===== config.mk =====
export PLATFORM = sky130hd
export DESIGN_NAME = cpu_pipe_param
export DESIGN_NICKNAME = d
export VERILOG_FILES = /design/src/rtl/cpu_pipe_param.sv
export SDC_FILE = /design/constraint.sdc
export NUM_CORES = 2
export LEC_CHECK = 0
export ABC_CLOCK_PERIOD_IN_PS = 9100
export CAP_MARGIN = 15
export CELL_PAD_IN_SITES_DETAIL_PLACEMENT = 0
export CELL_PAD_IN_SITES_GLOBAL_PLACEMENT = 1
export CORE_ASPECT_RATIO = 1.1
export CORE_MARGIN = 1
export CORE_UTILIZATION = 50
export DETAILED_ROUTE_END_ITERATION = 12
export PLACE_DENSITY = 0.77
export SLEW_MARGIN = 20
export SYNTH_ARGS = -nofsm -noshare
export SYNTH_HDL_FRONTEND = slang
export SYNTH_SLANG_ARGS = --single-unit

===== constraint.sdc =====
create_clock -name clk -period 9.1 [get_ports clk]
set_clock_uncertainty 0.1 [all_clocks]
set_input_delay 2.73 -clock clk [delete_from_list [all_inputs] [get_ports clk]]
set_output_delay 2.73 -clock clk [all_outputs]
set_load 0.05 [all_outputs]

===== src/rtl/cpu_pipe_param.sv =====
// cpu_pipe_param: parametrised fetch/decode/execute microcontroller core with a
// host program-load port, load-immediate, add/sub, branches, DELAY stall and HALT.
module cpu_pipe_param #(
  parameter int unsigned DATA_W = 8,
  parameter int unsigned PC_W   = 8,
  parameter int unsigned NREGS  = 4
) (
  input  logic              clk,
  input  logic              reset,
  input  logic              prog_we,
  input  logic [PC_W-1:0]   prog_addr,
  input  logic [15:0]       prog_data,
  output logic [DATA_W-1:0] led,
  output logic              halted,
  output logic              retired
);

  localparam int unsigned RIDX_W = (NREGS > 1) ? $clog2(NREGS) : 1;
  localparam int unsigned DEPTH  = 1 << PC_W;

  typedef struct packed {
    logic halt;
    logic subi;
    logic bnz;
    logic ldi;
    logic delay;
    logic out;
    logic jmp;
    logic addi;
  } op_flags_t;

  typedef struct packed {
    logic [7:0]        imm;
    logic [RIDX_W-1:0] rd;
    logic [PC_W-1:0]   pc;
    op_flags_t         op;
  } slot_t;

  function automatic op_flags_t decode_op(input logic [3:0] opc);
    op_flags_t f;
    f = '0;
    case (opc)
      4'd1:    f.addi  = 1'b1;
      4'd2:    f.jmp   = 1'b1;
      4'd3:    f.out   = 1'b1;
      4'd4:    f.delay = 1'b1;
      4'd5:    f.ldi   = 1'b1;
      4'd6:    f.bnz   = 1'b1;
      4'd7:    f.subi  = 1'b1;
      4'd8:    f.halt  = 1'b1;
      default: f = '0;
    endcase
    return f;
  endfunction

  logic [15:0]       mem [DEPTH];
  logic [DATA_W-1:0] regs [NREGS];
  logic [PC_W-1:0]   pc;
  logic              dec_valid;
  slot_t             dec_slot;
  logic              ex_valid;
  slot_t             ex_slot;
  logic [7:0]        dly_cnt;

  slot_t             fetch_slot_c;
  logic [DATA_W-1:0] rd_val_c;
  logic [DATA_W-1:0] imm_d_c;
  logic [PC_W-1:0]   target_c;
  logic              ex_busy_c;
  logic              ex_done_c;
  logic              taken_c;
  logic              halt_now_c;
  logic              flush_c;
  logic              dec_ready_c;
  logic              fetch_fire_c;

  // Host program port; no reset so the program survives a core reset.
  always_ff @(posedge clk) begin
    if (prog_we) begin
      mem[prog_addr] <= prog_data;
    end
  end

  // Fetch: combinational read of the word at pc.
  always_comb begin
    fetch_slot_c     = '0;
    fetch_slot_c.imm = mem[pc][15:8];
    fetch_slot_c.rd  = mem[pc][4 +: RIDX_W];
    fetch_slot_c.pc  = pc;
    fetch_slot_c.op  = decode_op(mem[pc][3:0]);
  end

  // Execute-stage control: DELAY stall, branch resolution and flush.
  always_comb begin
    rd_val_c     = regs[ex_slot.rd];
    imm_d_c      = DATA_W'(ex_slot.imm);
    target_c     = PC_W'(ex_slot.imm);
    ex_busy_c    = ex_valid && ex_slot.op.delay && (dly_cnt != ex_slot.imm);
    ex_done_c    = ex_valid && !ex_busy_c;
    taken_c      = ex_done_c && (ex_slot.op.jmp || (ex_slot.op.bnz && (rd_val_c != '0)));
    halt_now_c   = ex_done_c && ex_slot.op.halt;
    flush_c      = taken_c || halt_now_c;
    dec_ready_c  = !dec_valid || !ex_busy_c;
    fetch_fire_c = !halted && !flush_c && dec_ready_c;
  end

  // Pipeline registers and pc; a flush from execute overrides the fetch increment.
  always_ff @(posedge clk or posedge reset) begin
    if (reset) begin
      pc        <= '0;
      dec_valid <= 1'b0;
      dec_slot  <= '0;
      ex_valid  <= 1'b0;
      ex_slot   <= '0;
      halted    <= 1'b0;
    end else if (flush_c) begin
      dec_valid <= 1'b0;
      ex_valid  <= 1'b0;
      if (taken_c) begin
        pc <= target_c;
      end else begin
        pc     <= ex_slot.pc + PC_W'(1);
        halted <= 1'b1;
      end
    end else begin
      if (!ex_busy_c) begin
        ex_valid <= dec_valid;
        ex_slot  <= dec_slot;
      end
      if (fetch_fire_c) begin
        dec_valid <= 1'b1;
        dec_slot  <= fetch_slot_c;
        pc        <= pc + PC_W'(1);
      end else if (!ex_busy_c) begin
        dec_valid <= 1'b0;
      end
    end
  end

  // Register file, led, delay counter and retire pulse.
  always_ff @(posedge clk or posedge reset) begin
    if (reset) begin
      for (int i = 0; i < int'(NREGS); i++) begin
        regs[RIDX_W'(i)] <= '0;
      end
      led     <= '0;
      retired <= 1'b0;
      dly_cnt <= 8'd0;
    end else begin
      retired <= ex_done_c;
      if (ex_valid && ex_slot.op.delay) begin
        dly_cnt <= ex_busy_c ? dly_cnt + 8'd1 : 8'd0;
      end
      if (ex_done_c) begin
        if (ex_slot.op.addi) regs[ex_slot.rd] <= rd_val_c + imm_d_c;
        if (ex_slot.op.subi) regs[ex_slot.rd] <= rd_val_c - imm_d_c;
        if (ex_slot.op.ldi)  regs[ex_slot.rd] <= imm_d_c;
        if (ex_slot.op.out)  led <= rd_val_c;
      end
    end
  end

endmodule

**Word level (Yosys, flattened, before mapping)**

Memories as Yosys holds them, arrays and structs flattened.
Cells that the tools add are included.

- Memories kept: 1
- Bits in registers: 112
- Output and inout port bits: 10
- Logic and storage cells: 112
- Memory bits (writable): 4,096

- Equality and inequality tests: 11
- Add/sub/neg operators: 5
- Bitwise gates (word level): 5
- Magnitude comparators: 2
- Reductions and logical operators: 23
- Mux-type cells: 32

Memory list:

| name | words | bits a word | rd ports | clocked after memory_dff | wr ports | RTL line | source |
|---|---|---|---|---|---|---|---|
| mem | 256 | 16 | 1 | 0 | 1 | 56 | `logic [15:0] mem [DEPTH];` |

Operators with widths:

| kind | count |
|---|---|
| $mux 32 | 5 |
| $bwmux 32 | 3 |
| $mux 8 | 7 |
| $add 8x1->8 const B | 3 |
| $bmux 8 s2 | 1 |
| $demux 8 s2 | 1 |
| $eq 4x3->1 const B | 4 |
| $mux 1 | 15 |
| $reduce_and 2->1 | 5 |
| $logic_and 1x1->1 | 9 |
| $add 8x8->8 | 1 |
| $eq 4x2->1 const B | 2 |
| $ne 8x8->1 | 1 |
| $reduce_bool 8->1 | 1 |
| $sub 8x8->8 | 1 |
| $eq 4x1->1 const B | 1 |
| $eq 4x4->1 const B | 1 |
| $logic_not 1->1 | 4 |
| $not 1->1 | 4 |
| $ge 3x3->1 const B | 1 |
| $logic_or 1x1->1 | 3 |
| $lt 3x1->1 const B | 1 |
| $ne 3x1->1 const B | 1 |
| $not 2->3 | 1 |
| other kinds (2) | 2 |

**Logic depth before layout (Yosys ltp)**

- Word-level depth: 14
- Mapped depth: 14
- Mapped depth without buffers: 13

**Worst setup path after synthesis**

OpenSTA, ideal clock, no wires.

- Path kind: input to register
- From: input prog_addr[3]
- To: memory mem[235][0] (enable)
- Arrival time: 4,424 ps
- Data required time: 8,616 ps
- Setup slack: 4,192 ps
- Library setup time: 384 ps
- Cell stages on the path: 6
- Cell sequence: clkbuf_1 nor2b_1 clkbuf_1 nand4_1 clkbuf_1 nor2_1

RTL lines:

| element | RTL line | source |
|---|---|---|
| start, declared | 11 | `input logic [PC_W-1:0] prog_addr,` |
| end, declared | 56 |  |

No word-level cell before the write port.

**Worst setup path after layout**

- From: input prog_addr[2]
- To: memory mem[52][12] (enable)

No word-level cell before the write port.

==> summary.txt <==
Pwr
  – Tot Pwr: 0.04855 W
  – Pwr per Cell Area: 300.5 nW/um^2
  – Max IR drop VDD: 276.0 uV
  – Lkg Pwr: 50.75 nW

STA
  – Final setup fails: 0
  – Max Slew Vio Count: 0
  – RSZ-0062 raised after global routing: false
  – Final min period: 5644 ps
  – Fin crit share: 62.02%
  – Worst-margin pin slew: 1328 ps
  – Relative slew slack: 11.45%
  – Final hold vios: 0
  – Fmax: 177.2 MHz
  – Setup TNS: 0 ps

Route
  – DRC viols: 0
  – Via count: 68,276
  – ANT nets after route: 0
  – Per-cell routed wire length: 32.71 um
  – Post-Route WL: 350,600 um
  – Detailed Routing Iterations Pass 1: 8
  – DRT iter0 DRCs: 8,843
  – Via-to-Cell Ratio: 6.371

Synth
  – Mapped cell area: 143,400 um^2
  – Share of the synthesized area in the top cell type: 75.39%
  – Mapped Nets: 6,332
  – Predominant post-synthesis flop cell: edfxtp_1
  – Count leader, synth: edfxtp_1
  – Seq/Total Area, Yosys: 77.07%
  – Asr flop ratio synth: 2.597%
  – Cell taking the most area after synthesis: edfxtp_1
  – #FFs+latches synth: 3,696
  – Post-synth cell types: 70
  – Top cells by area, synth: edfxtp_1 75%, mux4_2 17%, dfrtp_1 1.7%
  – EDFF count, synth: 3,600
  – Cells after Synth: 6,285
  – Post-synth top cells: 3,600 x edfxtp_1, 1,078 x mux4_2, 340 x nor2_1
  – Synth warnings: 0
  – Avg Inst Size Synth: 22.81 um^2

Setup path
  – CP Data Required Time: 9630 ps
  – FF-to-FF End: dec_slot[2]$_DFFE_PP0P_
  – Reg2reg setup slack: 3710 ps
  – Crit. End Element: flip-flop
  – Worst stage delay on the critical path: 960 ps
  – CP Cell Sequence: clkdlybuf4s50_1 > nor2b_1 > nand3_2 > nor2_1 > buf_4
  – Worst r2r src: pc[3]$_DFFE_PP0P_
  – CP startpoint kind: primary input
  – FF-to-FF path depth: 9
  – Bufs and invs on worst path: 2
  – CP max stage cell: nand3_2
  – CP top delay family: simple AND/OR/NAND/NOR gates
  – Worst path arrival time: 6170 ps
  – WS Path Type: in -> reg
  – Worst-path fanout max: 13

Finish
  – Fillers: 19,997
  – Area Growth Syn to Fin: 12.66%
  – Finished Layout Cells: 10,717
  – Share of layout cells above drive strength 1: 29.11%
  – Post-route cell area: 161,500 um^2
  – NumNets Final: 6,742

Clock network
  – CTS Hold Bufs: 0
  – Clock root buffer: clkbuf_16
  – CTS sink cnt: 3,696
  – Clock transition at path regs: 60 ps
  – CTS Buf Count: 358
  – Postcts setup bufs: 0
  – Worst-skew pair later-pin latency: 980 ps
  – Post_cts resized: 0
  – H-tree levels: 5
  – CTS tree: yes
  – Clk buf depth: 4

Placement
  – Post-DP HPWL: 210,200 um
  – Final GP Congestion: 0.8535
  – Placed Cells incl. Taps: 10,061
  – Post-DP Area: 149,900 um^2
  – Input/output buffers: 34

Floorplan
  – Die X: 512.6 um
  – DIE HEIGHT: 563.7 um
  – Starting density of the core: 50.41%
  – Area of the core: 284,500 um^2
  – # rows: 205
  – IO Pins: 37
  – Die area: 288,900 um^2

Global route
  – Gr ovfl total: 0
  – First-pass GRT wire length: 503,500 um
  – Vias in the first global route: 68,892
  – Initial antenna violation count: 21
  – Gr usage total: 24.42%
  – Pin count of the biggest net entering global routing: 193

Worst hold path
  – Origin of the worst min-delay path: dec_slot[10]$_DFFE_PP0P_
  – Hold Path Depth: 2
  – WHS Endpoint: dec_slot[10]$_DFFE_PP0P_
  – Min-Delay Path Class: reg -> reg

Run status
  – Outcome: completed

Run
  – Maxcap violations: 0
logic make-up (layout without fill, tap and decap cells):
kind of cell	after synthesis	in the layout	share of synthesized area [%]
muxes	1214	1214	17.91
other	0	10	0
AOI/OAI and AO/OA	326	326	1.561
and+or+nand+nor	608	608	1.811
adders and majority gates	20	20	0.1850
xor gates and xnor gates	37	37	0.2260
DFF	3696	3696	77.07
buffers and inverters	384	1080	1.237
how the worst max path moves through the flow:
stage / from / depth (start not counted) / slack, ps / endpoint
after floorplan: reset / 1 / 3760 / dec_slot[0]$_DFFE_PP0P_
after global placement: prog_addr[0] / 6 / 2660 / mem[217][9]$_DFFE_PP_
after detailed placement: prog_addr[2] / 5 / 2590 / mem[212][9]$_DFFE_PP_
after CTS: prog_addr[2] / 5 / 3550 / mem[212][2]$_DFFE_PP_
after global routing: prog_addr[0] / 6 / 3410 / mem[217][2]$_DFFE_PP_
final: prog_addr[2] / 5 / 3460 / mem[52][12]$_DFFE_PP_
registers in the layout (all words and copies together), names as in the netlist:
| name | flops |
|---|---|
| imm_d_c | 8 |
| led | 8 |
| regs | 32 |
| dec_valid | 1 |
| halted | 1 |
| mem | 3584 |
| pc | 8 |
| ex_slot | 18 |
| dec_slot | 26 |
| retired | 1 |
| ex_valid | 1 |
| dly_cnt | 8 |
final cells by class:
cell class              count  area, um^2  share of cell area [%]
clock buffers             427        9260                   5.732
diodes                     10       25.02                 0.01549
clock inverters           219        2367                   1.465
multi-input cells        2205       31200                   19.31
well taps                3726        4662                   2.886
flip-flops and latches   3696      110500                   68.42
inverters                  26       102.6                 0.06351
repair buffers            408        3405                   2.107
worst min-delay path: stages (launching register included):
cell and delay [ps]:
dfrtp_1 330, nand2_1 40, o21ai_0 60
stage by stage:
stage / setup WS (ps) / util (%) / hold WS (ps)
after floorplan: 3765 / - / 336.0
after global placement: 2660 / 52.69 / 358.0
after detailed placement: 2589 / 52.69 / 363.3
after CTS: 3551 / 56.78 / 377.5
after global routing: 3406 / 56.78 / 390.5
final: 3456 / 56.79 / 370.0
routing by layer:
layer / routed length (um) / vias up / global-route usage, %
met1: 133500 / 36594 / 33.42
met5: 189 / - / 0
met4: 14070 / 11 / 8.776
met3: 31830 / 620 / 4.692
met2: 171000 / 3560 / 39.51
li1: - / 27491 / -
power breakdown:
group | leakage [nW] | switching, W | internal, W | total (W)
clock | 5.65 | 0.00632 | 0.00845 | 0.0148
combinational | 11.6 | 0.00824 | 0.00616 | 0.0144
sequential | 33.5 | 0.000448 | 0.0189 | 0.0194
cell usage in the layout, fill, tap and decap left out, types with 51 or more instances in the layout:
master	count
edfxtp_1	3600
mux4_2	1078
clkbuf_16	360
buf_4	357
nor2_1	336
nand2_1	122
mux2i_1	99
dfrtp_1	90
clkinv_1	67
clkinv_2	67
clkbuf_1	67
a21oi_1	62
o21ai_0	57
a22oi_1	51
Note: power is estimated with default switching activity, not from simulation.
